[src/rtl/ddr3_app_port_if.sv]
// ddr3_app_port_if: request/response bus between a memory client (master) and ddr3_app_port (slave)
//   req_valid/req_ready  request handshake; req_we, req_addr, req_wdata, req_wmask qualify it
//   rsp_valid/rsp_ready  response handshake; rsp_rdata, rsp_we qualify it
interface ddr3_app_port_if #(
    parameter int ADDR_W = 24
);
    logic              req_valid;
    logic              req_ready;
    logic              req_we;
    logic [ADDR_W-1:0] req_addr;
    logic [127:0]      req_wdata;
    logic [15:0]       req_wmask;
    logic              rsp_valid;
    logic              rsp_ready;
    logic              rsp_we;
    logic [127:0]      rsp_rdata;
    modport master (
        output req_valid, req_we, req_addr, req_wdata, req_wmask, rsp_ready,
        input  req_ready, rsp_valid, rsp_we, rsp_rdata
    );
    modport slave (
        input  req_valid, req_we, req_addr, req_wdata, req_wmask, rsp_ready,
        output req_ready, rsp_valid, rsp_we, rsp_rdata
    );
endinterface

[src/rtl/ddr3_app_port.sv]
// ddr3_app_port: single-outstanding adapter from a valid/ready word port to the Gowin DDR3 app interface
//   clk, rst                 controller user clock, synchronous active-high reset
//   init_calib_complete_i    controller calibration done
//   bus (slave)              request/response handshake bus
//   app_*_o / app_*_i        controller command, write-data and read-return channels (one BL8 burst per request)
//   busy_o                   not in READY
//   timeout_err_o            sticky read-timeout flag, cleared only by rst
module ddr3_app_port #(
    parameter int ADDR_W     = 24,
    parameter int RD_TIMEOUT = 1023
) (
    input  logic           clk,
    input  logic           rst,
    input  logic           init_calib_complete_i,
    ddr3_app_port_if.slave bus,
    output logic [5:0]     app_burst_number_o,
    output logic [26:0]    app_addr_o,
    output logic           app_cmd_en_o,
    input  logic           app_cmd_rdy_i,
    output logic [2:0]     app_cmd_o,
    output logic           app_wdata_en_o,
    input  logic           app_wdata_rdy_i,
    output logic           app_wdata_end_o,
    output logic [127:0]   app_wdata_o,
    output logic [15:0]    app_wdata_mask_o,
    input  logic           app_rdata_valid_i,
    input  logic           app_rdata_end_i,
    input  logic [127:0]   app_rdata_i,
    output logic           busy_o,
    output logic           timeout_err_o
);
    typedef enum logic [2:0] {INIT, READY, WR, RD_CMD, RD_WAIT, RSP} state_t;
    state_t            state_q, state_d;
    logic [ADDR_W-1:0] addr_q, addr_d;
    logic              we_q, we_d;
    logic [127:0]      wdata_q, wdata_d, rdata_q, rdata_d;
    logic [15:0]       mask_q, mask_d;
    logic              cmd_done_q, cmd_done_d, wd_done_q, wd_done_d, toerr_q, toerr_d;
    logic [9:0]        cnt_q, cnt_d;
    assign bus.req_ready      = state_q == READY && init_calib_complete_i;
    assign bus.rsp_valid      = state_q == RSP;
    assign bus.rsp_we         = we_q;
    assign bus.rsp_rdata      = rdata_q;
    // cmd and data channels of a write retire independently; each enable drops once its beat is taken
    assign app_cmd_en_o       = (state_q == WR && !cmd_done_q) || state_q == RD_CMD;
    assign app_wdata_en_o     = state_q == WR && !wd_done_q;
    assign app_wdata_end_o    = app_wdata_en_o;
    assign app_cmd_o          = state_q == RD_CMD ? 3'b001 : 3'b000;
    assign app_burst_number_o = '0;
    assign app_addr_o         = 27'({addr_q, 3'b000});
    assign app_wdata_o        = wdata_q;
    assign app_wdata_mask_o   = mask_q;
    assign busy_o             = state_q != READY;
    assign timeout_err_o      = toerr_q;
    always_comb begin
        state_d    = state_q;
        addr_d     = addr_q;
        we_d       = we_q;
        wdata_d    = wdata_q;
        mask_d     = mask_q;
        rdata_d    = rdata_q;
        toerr_d    = toerr_q;
        cnt_d      = '0;
        cmd_done_d = cmd_done_q || (app_cmd_en_o && app_cmd_rdy_i);
        wd_done_d  = wd_done_q || (app_wdata_en_o && app_wdata_rdy_i);
        case (state_q)
            INIT:    state_d = init_calib_complete_i ? READY : INIT;
            READY: begin
                if (bus.req_valid && bus.req_ready) begin
                    addr_d     = bus.req_addr;
                    we_d       = bus.req_we;
                    wdata_d    = bus.req_wdata;
                    mask_d     = ~bus.req_wmask;
                    rdata_d    = '0;
                    cmd_done_d = 1'b0;
                    wd_done_d  = 1'b0;
                    state_d    = bus.req_we ? WR : RD_CMD;
                end else if (!init_calib_complete_i) begin
                    state_d = INIT;
                end
            end
            WR:      state_d = cmd_done_q && wd_done_q ? RSP : WR;
            RD_CMD:  state_d = app_cmd_rdy_i ? RD_WAIT : RD_CMD;
            RD_WAIT: begin
                if (app_rdata_valid_i && app_rdata_end_i) begin
                    rdata_d = app_rdata_i;
                    state_d = RSP;
                end else if (cnt_q == 10'(RD_TIMEOUT - 1)) begin
                    // no beat arrived: answer with zero data rather than hang; a late beat lands outside RD_WAIT and is dropped
                    toerr_d = 1'b1;
                    state_d = RSP;
                end else begin
                    cnt_d = cnt_q + 10'd1;
                end
            end
            RSP:     state_d = !bus.rsp_ready ? RSP : init_calib_complete_i ? READY : INIT;
            default: state_d = INIT;
        endcase
    end
    always_ff @(posedge clk) begin
        if (rst) begin
            state_q    <= INIT;
            addr_q     <= '0;
            we_q       <= 1'b0;
            wdata_q    <= '0;
            mask_q     <= '0;
            rdata_q    <= '0;
            toerr_q    <= 1'b0;
            cnt_q      <= '0;
            cmd_done_q <= 1'b0;
            wd_done_q  <= 1'b0;
        end else begin
            state_q    <= state_d;
            addr_q     <= addr_d;
            we_q       <= we_d;
            wdata_q    <= wdata_d;
            mask_q     <= mask_d;
            rdata_q    <= rdata_d;
            toerr_q    <= toerr_d;
            cnt_q      <= cnt_d;
            cmd_done_q <= cmd_done_d;
            wd_done_q  <= wd_done_d;
        end
    end
endmodule
[src/flat_wrapper.sv]
// flat-port wrapper written by rule: the top's interface ports become plain ports
module ddr3_app_port_flat 
#(
    parameter int ADDR_W     = 24,
    parameter int RD_TIMEOUT = 1023
)
  (clk, rst, init_calib_complete_i, app_burst_number_o, app_addr_o, app_cmd_en_o, app_cmd_rdy_i, app_cmd_o, app_wdata_en_o, app_wdata_rdy_i, app_wdata_end_o, app_wdata_o, app_wdata_mask_o, app_rdata_valid_i, app_rdata_end_i, app_rdata_i, busy_o, timeout_err_o, bus_req_valid, bus_req_we, bus_req_addr, bus_req_wdata, bus_req_wmask, bus_rsp_ready, bus_req_ready, bus_rsp_valid, bus_rsp_we, bus_rsp_rdata);
  ddr3_app_port_if #(.ADDR_W(ADDR_W)) bus_i ();
  input  logic clk;
  input  logic rst;
  input  logic init_calib_complete_i;
  output logic [5:0] app_burst_number_o;
  output logic [26:0] app_addr_o;
  output logic app_cmd_en_o;
  input  logic app_cmd_rdy_i;
  output logic [2:0] app_cmd_o;
  output logic app_wdata_en_o;
  input  logic app_wdata_rdy_i;
  output logic app_wdata_end_o;
  output logic [127:0] app_wdata_o;
  output logic [15:0] app_wdata_mask_o;
  input  logic app_rdata_valid_i;
  input  logic app_rdata_end_i;
  input  logic [127:0] app_rdata_i;
  output logic busy_o;
  output logic timeout_err_o;
  input wire logic [$bits(bus_i.req_valid)-1:0] bus_req_valid;
  input wire logic [$bits(bus_i.req_we)-1:0] bus_req_we;
  input wire logic [$bits(bus_i.req_addr)-1:0] bus_req_addr;
  input wire logic [$bits(bus_i.req_wdata)-1:0] bus_req_wdata;
  input wire logic [$bits(bus_i.req_wmask)-1:0] bus_req_wmask;
  input wire logic [$bits(bus_i.rsp_ready)-1:0] bus_rsp_ready;
  output wire logic [$bits(bus_i.req_ready)-1:0] bus_req_ready;
  output wire logic [$bits(bus_i.rsp_valid)-1:0] bus_rsp_valid;
  output wire logic [$bits(bus_i.rsp_we)-1:0] bus_rsp_we;
  output wire logic [$bits(bus_i.rsp_rdata)-1:0] bus_rsp_rdata;
  assign bus_i.req_valid = bus_req_valid;
  assign bus_i.req_we = bus_req_we;
  assign bus_i.req_addr = bus_req_addr;
  assign bus_i.req_wdata = bus_req_wdata;
  assign bus_i.req_wmask = bus_req_wmask;
  assign bus_i.rsp_ready = bus_rsp_ready;
  assign bus_req_ready = bus_i.req_ready;
  assign bus_rsp_valid = bus_i.rsp_valid;
  assign bus_rsp_we = bus_i.rsp_we;
  assign bus_rsp_rdata = bus_i.rsp_rdata;
  ddr3_app_port #(.ADDR_W(ADDR_W), .RD_TIMEOUT(RD_TIMEOUT)) u_core (.clk(clk), .rst(rst), .init_calib_complete_i(init_calib_complete_i), .bus(bus_i), .app_burst_number_o(app_burst_number_o), .app_addr_o(app_addr_o), .app_cmd_en_o(app_cmd_en_o), .app_cmd_rdy_i(app_cmd_rdy_i), .app_cmd_o(app_cmd_o), .app_wdata_en_o(app_wdata_en_o), .app_wdata_rdy_i(app_wdata_rdy_i), .app_wdata_end_o(app_wdata_end_o), .app_wdata_o(app_wdata_o), .app_wdata_mask_o(app_wdata_mask_o), .app_rdata_valid_i(app_rdata_valid_i), .app_rdata_end_i(app_rdata_end_i), .app_rdata_i(app_rdata_i), .busy_o(busy_o), .timeout_err_o(timeout_err_o));
endmodule
[config.mk]
export PLATFORM = sky130hd
export DESIGN_NAME = ddr3_app_port_flat
export DESIGN_NICKNAME = d
export VERILOG_FILES = /design/src/rtl/ddr3_app_port_if.sv /design/src/rtl/ddr3_app_port.sv /design/src/flat_wrapper.sv
export SDC_FILE = /design/constraint.sdc
export NUM_CORES = 1
export LEC_CHECK = 0
export ABC_AREA = 1
export CORE_AREA = 3 3 238 240
export DETAILED_ROUTE_END_ITERATION = 10
export DIE_AREA = 0 0 241 243
export SLEW_MARGIN = 0
export SYNTH_ARGS = -nofsm -noshare
export SYNTH_HDL_FRONTEND = slang
export SYNTH_SLANG_ARGS = --single-unit
export TNS_END_PERCENT = 5
[constraint.sdc]
create_clock -name clk -period 3.3 [get_ports clk]
set_clock_uncertainty 0.15 [all_clocks]
set_input_delay 0.66 -clock clk [delete_from_list [all_inputs] [get_ports clk]]
set_output_delay 0.66 -clock clk [all_outputs]
set_load 0.01 [all_outputs]
### Word-level counts from Yosys, hierarchy flattened

Cells that the tools add are included.

| word-level totals | value |
|---|---|
| register bits | 313 |
| bits of input ports | 306 |
| output and inout bits | 316 |
| word-level logic and storage cells | 63 |

| operators by class | value |
|---|---|
| add/sub/neg operators | 1 |
| equality and inequality tests | 11 |
| muxes and demuxes | 18 |
| bitwise gates (word level) | 3 |
| reductions and logical operators | 20 |

Operator list:

| kind | number |
|---|---|
| 128-bit 2-to-1 mux | 2 |
| 128-bit case mux with 2 select lines | 1 |
| 3-bit 2-to-1 mux | 7 |
| 3-bit case mux with 6 select lines | 1 |
| 16-bit inverter | 1 |
| 10-bit by 1-bit adder with 10-bit output, second input constant | 1 |
| 10-bit == test, second input constant | 1 |
| 1-bit logical AND | 8 |
| 1-bit 2-to-1 mux | 7 |
| 3-bit by 2-bit == test with 1-bit output, second input constant | 2 |
| 3-bit == test, second input constant | 2 |
| 3-bit by 1-bit != test with 1-bit output, second input constant | 2 |
| 3-bit AND reduction | 2 |
| 2-bit AND reduction | 2 |
| 4-bit OR reduction | 1 |
| 3-bit by 1-bit == test with 1-bit output, second input constant | 1 |
| 3-bit zero test | 1 |
| 1-bit logical OR | 3 |
| 3-bit != test, second input constant | 1 |
| 1-bit zero test | 2 |
| 2-bit by 1-bit != test with 1-bit output, second input constant | 1 |
| 2-bit != test, second input constant | 1 |
| 1-bit inverter | 2 |
| 2-bit nonzero test | 1 |

### Logic depth before layout (Yosys ltp)

| depth | value |
|---|---|
| depth in word-level cells | 7 |
| depth in mapped cells | 10 |
| gate-level depth less buffers | 10 |

### Worst setup path after synthesis

Ideal clock, no wire load.

| timing | value |
|---|---|
| path type | register -> output |
| start point | register u_core.state_q[1] |
| end point | output port app_wdata_end_o |
| arrival time | 1123 ps |
| setup slack | 1367 ps |
| cell stages (with the launch flop) | 6 |
| buffers on the path | 1 |
| cell sequence | dfxtp_1 > inv_1 > nor2_1 > inv_1 > nor3_1 > buf_4 |

| between the ends | value |
|---|---|
| word-level cells in the longest chain between the ends | 2 |

Ends and longest elaborated chain:

| item | RTL line | text |
|---|---|---|
| start: declaration | ddr3_app_port.sv:33 | `state_t state_q, state_d;` |
| start signal: assignment | ddr3_app_port.sv:113 | `state_q <= state_d;` |
| 3-bit by 2-bit == test with 1-bit output | ddr3_app_port.sv:46 | `assign app_wdata_en_o = state_q == WR && !wd_done_q;` |
| 1-bit logical AND | ddr3_app_port.sv:46 |  |
| end: declaration | flat_wrapper.sv:19 | `output logic app_wdata_end_o;` |

No other way between the ends.

### Worst setup path in the final report

Ends and elaborated chain as after synthesis.

==> impl_metrics.ini <==
[timing]
tightestPinTransition_ps = 566
final_hold_viol_count = 0
fmax_mhz = 317
max_slew_margin_pct = 62.0
fin_tns_setup_ps = 0
fin_crit_ps = 3160
drv_slew = 0
rsz0062_at_grt = no
timing.final.crit_share_pct = 95.7
finalSetupViolations = 0

[logic_synthesis]
synth_area_leader_cell = dfxtp_1
yosysTopAreaCellShare_pct = 57.1
synth_edf_count = 0
avgSynthCellArea_um2 = 7.83
ys_warn_count = 0
netlist_area_mm2 = 0.0110
synth_cell_types = 25
synthesis.instances = 1402
synthArstFlopShare_pct = 0
ys_ff_latch = 313
yosys_most_used_dff = dfxtp_1
seq_area_frac_synth_pct = 57.1
synth.area.top_cells = dfxtp_1 (57%), nand2_1 (20%), a21oi_1 (14%)
yosys-top-cells-count = nand2_1 (583), dfxtp_1 (313), a21oi_1 (306), clkbuf_1 (66), buf_2 (33)
yosysMostFrequentCell = nand2_1

[floorplanning]
core_area_mm2 = 0.0549
fp-row-count = 86
die_y_um = 243
ios = 622
fp.dieW_um = 241
start_util_pct = 20.0
die-area_mm2 = 0.0586

[worst_setup_path]
cpMostUsedCell = inv_1
cp.arrival_ps = 2350
cp.required_ps = 2490
criticalPathCategory = reg -> out
crit_fanout = 4
crit_path_end_kind = output port
critPathSlowestCell = clkdlybuf4s50_1
critPathMaxStageDelay_ps = 660
worstSetupStartpointType = flop
crit_path_cell_trace = inv_1 > nor2_1 > inv_1 > nor3_1 > clkdlybuf4s50_1

[cts]
cts_tree = built
post_cts_resized = 0
numCtsBuffers = 37
cts_buffer_depth = 3
root_buffer = clkbuf_16
ctsHtreeMaxLevel = 2
clock-sinks = 313
clkLatencyLatePin_ps = 520
clkTransAtPathRegs_ps = 60
cts_setup_buffers = 0
postCtsHoldBufs = 0

[drt]
vias = 11300
vias_per_cell = 4.17
wirelength_um = 42100
drt_iter0_drc = 472
wl_per_cell_um = 15.6
drc = 0
first_pass_iters = 4
ant_nets = 0

[pwr]
power_w = 0.00856
ir_drop_mv = 0.369
powerDensity_mw_per_mm2 = 451
p_leak_nw = 6.44

[global_routing]
grt_pass1_vias = 11200
antenna_found_initial = 3
grt_pass1_wl_um = 63100
grt_start_max_net_pins = 102
grt_usage_pct = 13.5
overflow = 0

[placement]
dp_hpwl_um = 30700
place.gp.congestion = 0.779
portBuffers = 610

[flow_run]
cap_violations = 0

[worst_hold_path]
hp-class = reg -> reg

[outcome]
status = completed

[finish]
area_growth_pct = 72.8
nets = 2281
drive_gt1_share_pct = 4.45
[worst max-delay path, delay by kind of cell (launching register included)]
family / cells / cell delay (ps)
simple gates: 2 / 660
flops: 1 / 340
buf+inv: 3 / 840
[registers in the layout, summed over array words and instances, names as in the netlist]
register	cells
u_core.state_q	3
u_core.app_wdata_mask_o	16
u_core.app_wdata_o	128
u_core.cnt_q	10
u_core.bus.rsp_we	1
u_core.bus.rsp_rdata	128
u_core.addr_q	24
u_core.timeout_err_o	1
u_core.cmd_done_q	1
u_core.wd_done_q	1
[kinds of logic (layout without fill, tap and decap cells)]
logic type	count (synthesis)	in the layout	share of synthesized area [%]
AO/OA/AOI/OAI	328	328	15.4
AND/OR/NAND/NOR	624	624	21.8
flip-flops	313	313	57.1
adder cells (fa/ha/maj)	2	2	0.228
XOR/XNOR	2	2	0.160
other	1	14	0.0341
buffers and inverters	132	718	5.30
[area by class of cell]
cell class	count	area (um2)
timing repair buffer	633	6400
inverter	21	81.3
antenna	3	7.51
clock buffer	54	1090
sequential	313	6270
fill	5664	35900
clock inverter	10	62.6
tap	704	881
multi-input combinational	967	4190
[per-layer routing]
layer	global-route usage, %	part of all wire, %
met1	14.4	38
met4	4.22	2.4
met3	5.22	9.5
met5	0	0
met2	24.4	50
[final timing paths]
check,start,endpoint,slack (ps),cells past startpoint
worst max-delay path,u_core.state_q[1],app_wdata_end_o,140,5
worst min register to register,u_core.timeout_err_o,u_core.timeout_err_o,300,2
worst max register to register,u_core.state_q[0],u_core.bus.rsp_rdata[44],960,7
worst min-delay path,u_core.timeout_err_o,u_core.timeout_err_o,300,2
[per-stage QoR]
step	cells	utilization, %	instance area [um2]	hold WS [ps]	worst slack, ps
6_report	2705	34.6	19000	299	143
5_1_grt	2703	34.6	19000	325	22.5
4_1_cts	2702	34.6	19000	305	112
3_5_place_dp	2638	32.5	17800	294	434
3_3_place_gp	2638	32.5	17800	291	424
2_1_floorplan	1412	-	11000	280	1370
[placed cells by master (no fill, tap or decap), types with 7 or more instances in the layout]
cell / count
clkdlybuf4s50_1: 609
nand2_1: 583
dfxtp_1: 313
a21oi_1: 306
clkbuf_16: 37
inv_1: 20
nor2_1: 19
o21bai_1: 16
buf_4: 14
conb_1: 11
clkbuf_8: 10
nand3_1: 9
buf_12: 9
clkbuf_1: 7
[where the power goes]
group | switching (W) | internal, W
clock | 0.00160 | 0.00229
combinational | 0.000311 | 0.000481
sequential | 0.0000344 | 0.00384
total | 0.00195 | 0.00661
Note: power is estimated with default switching activity, not from simulation.
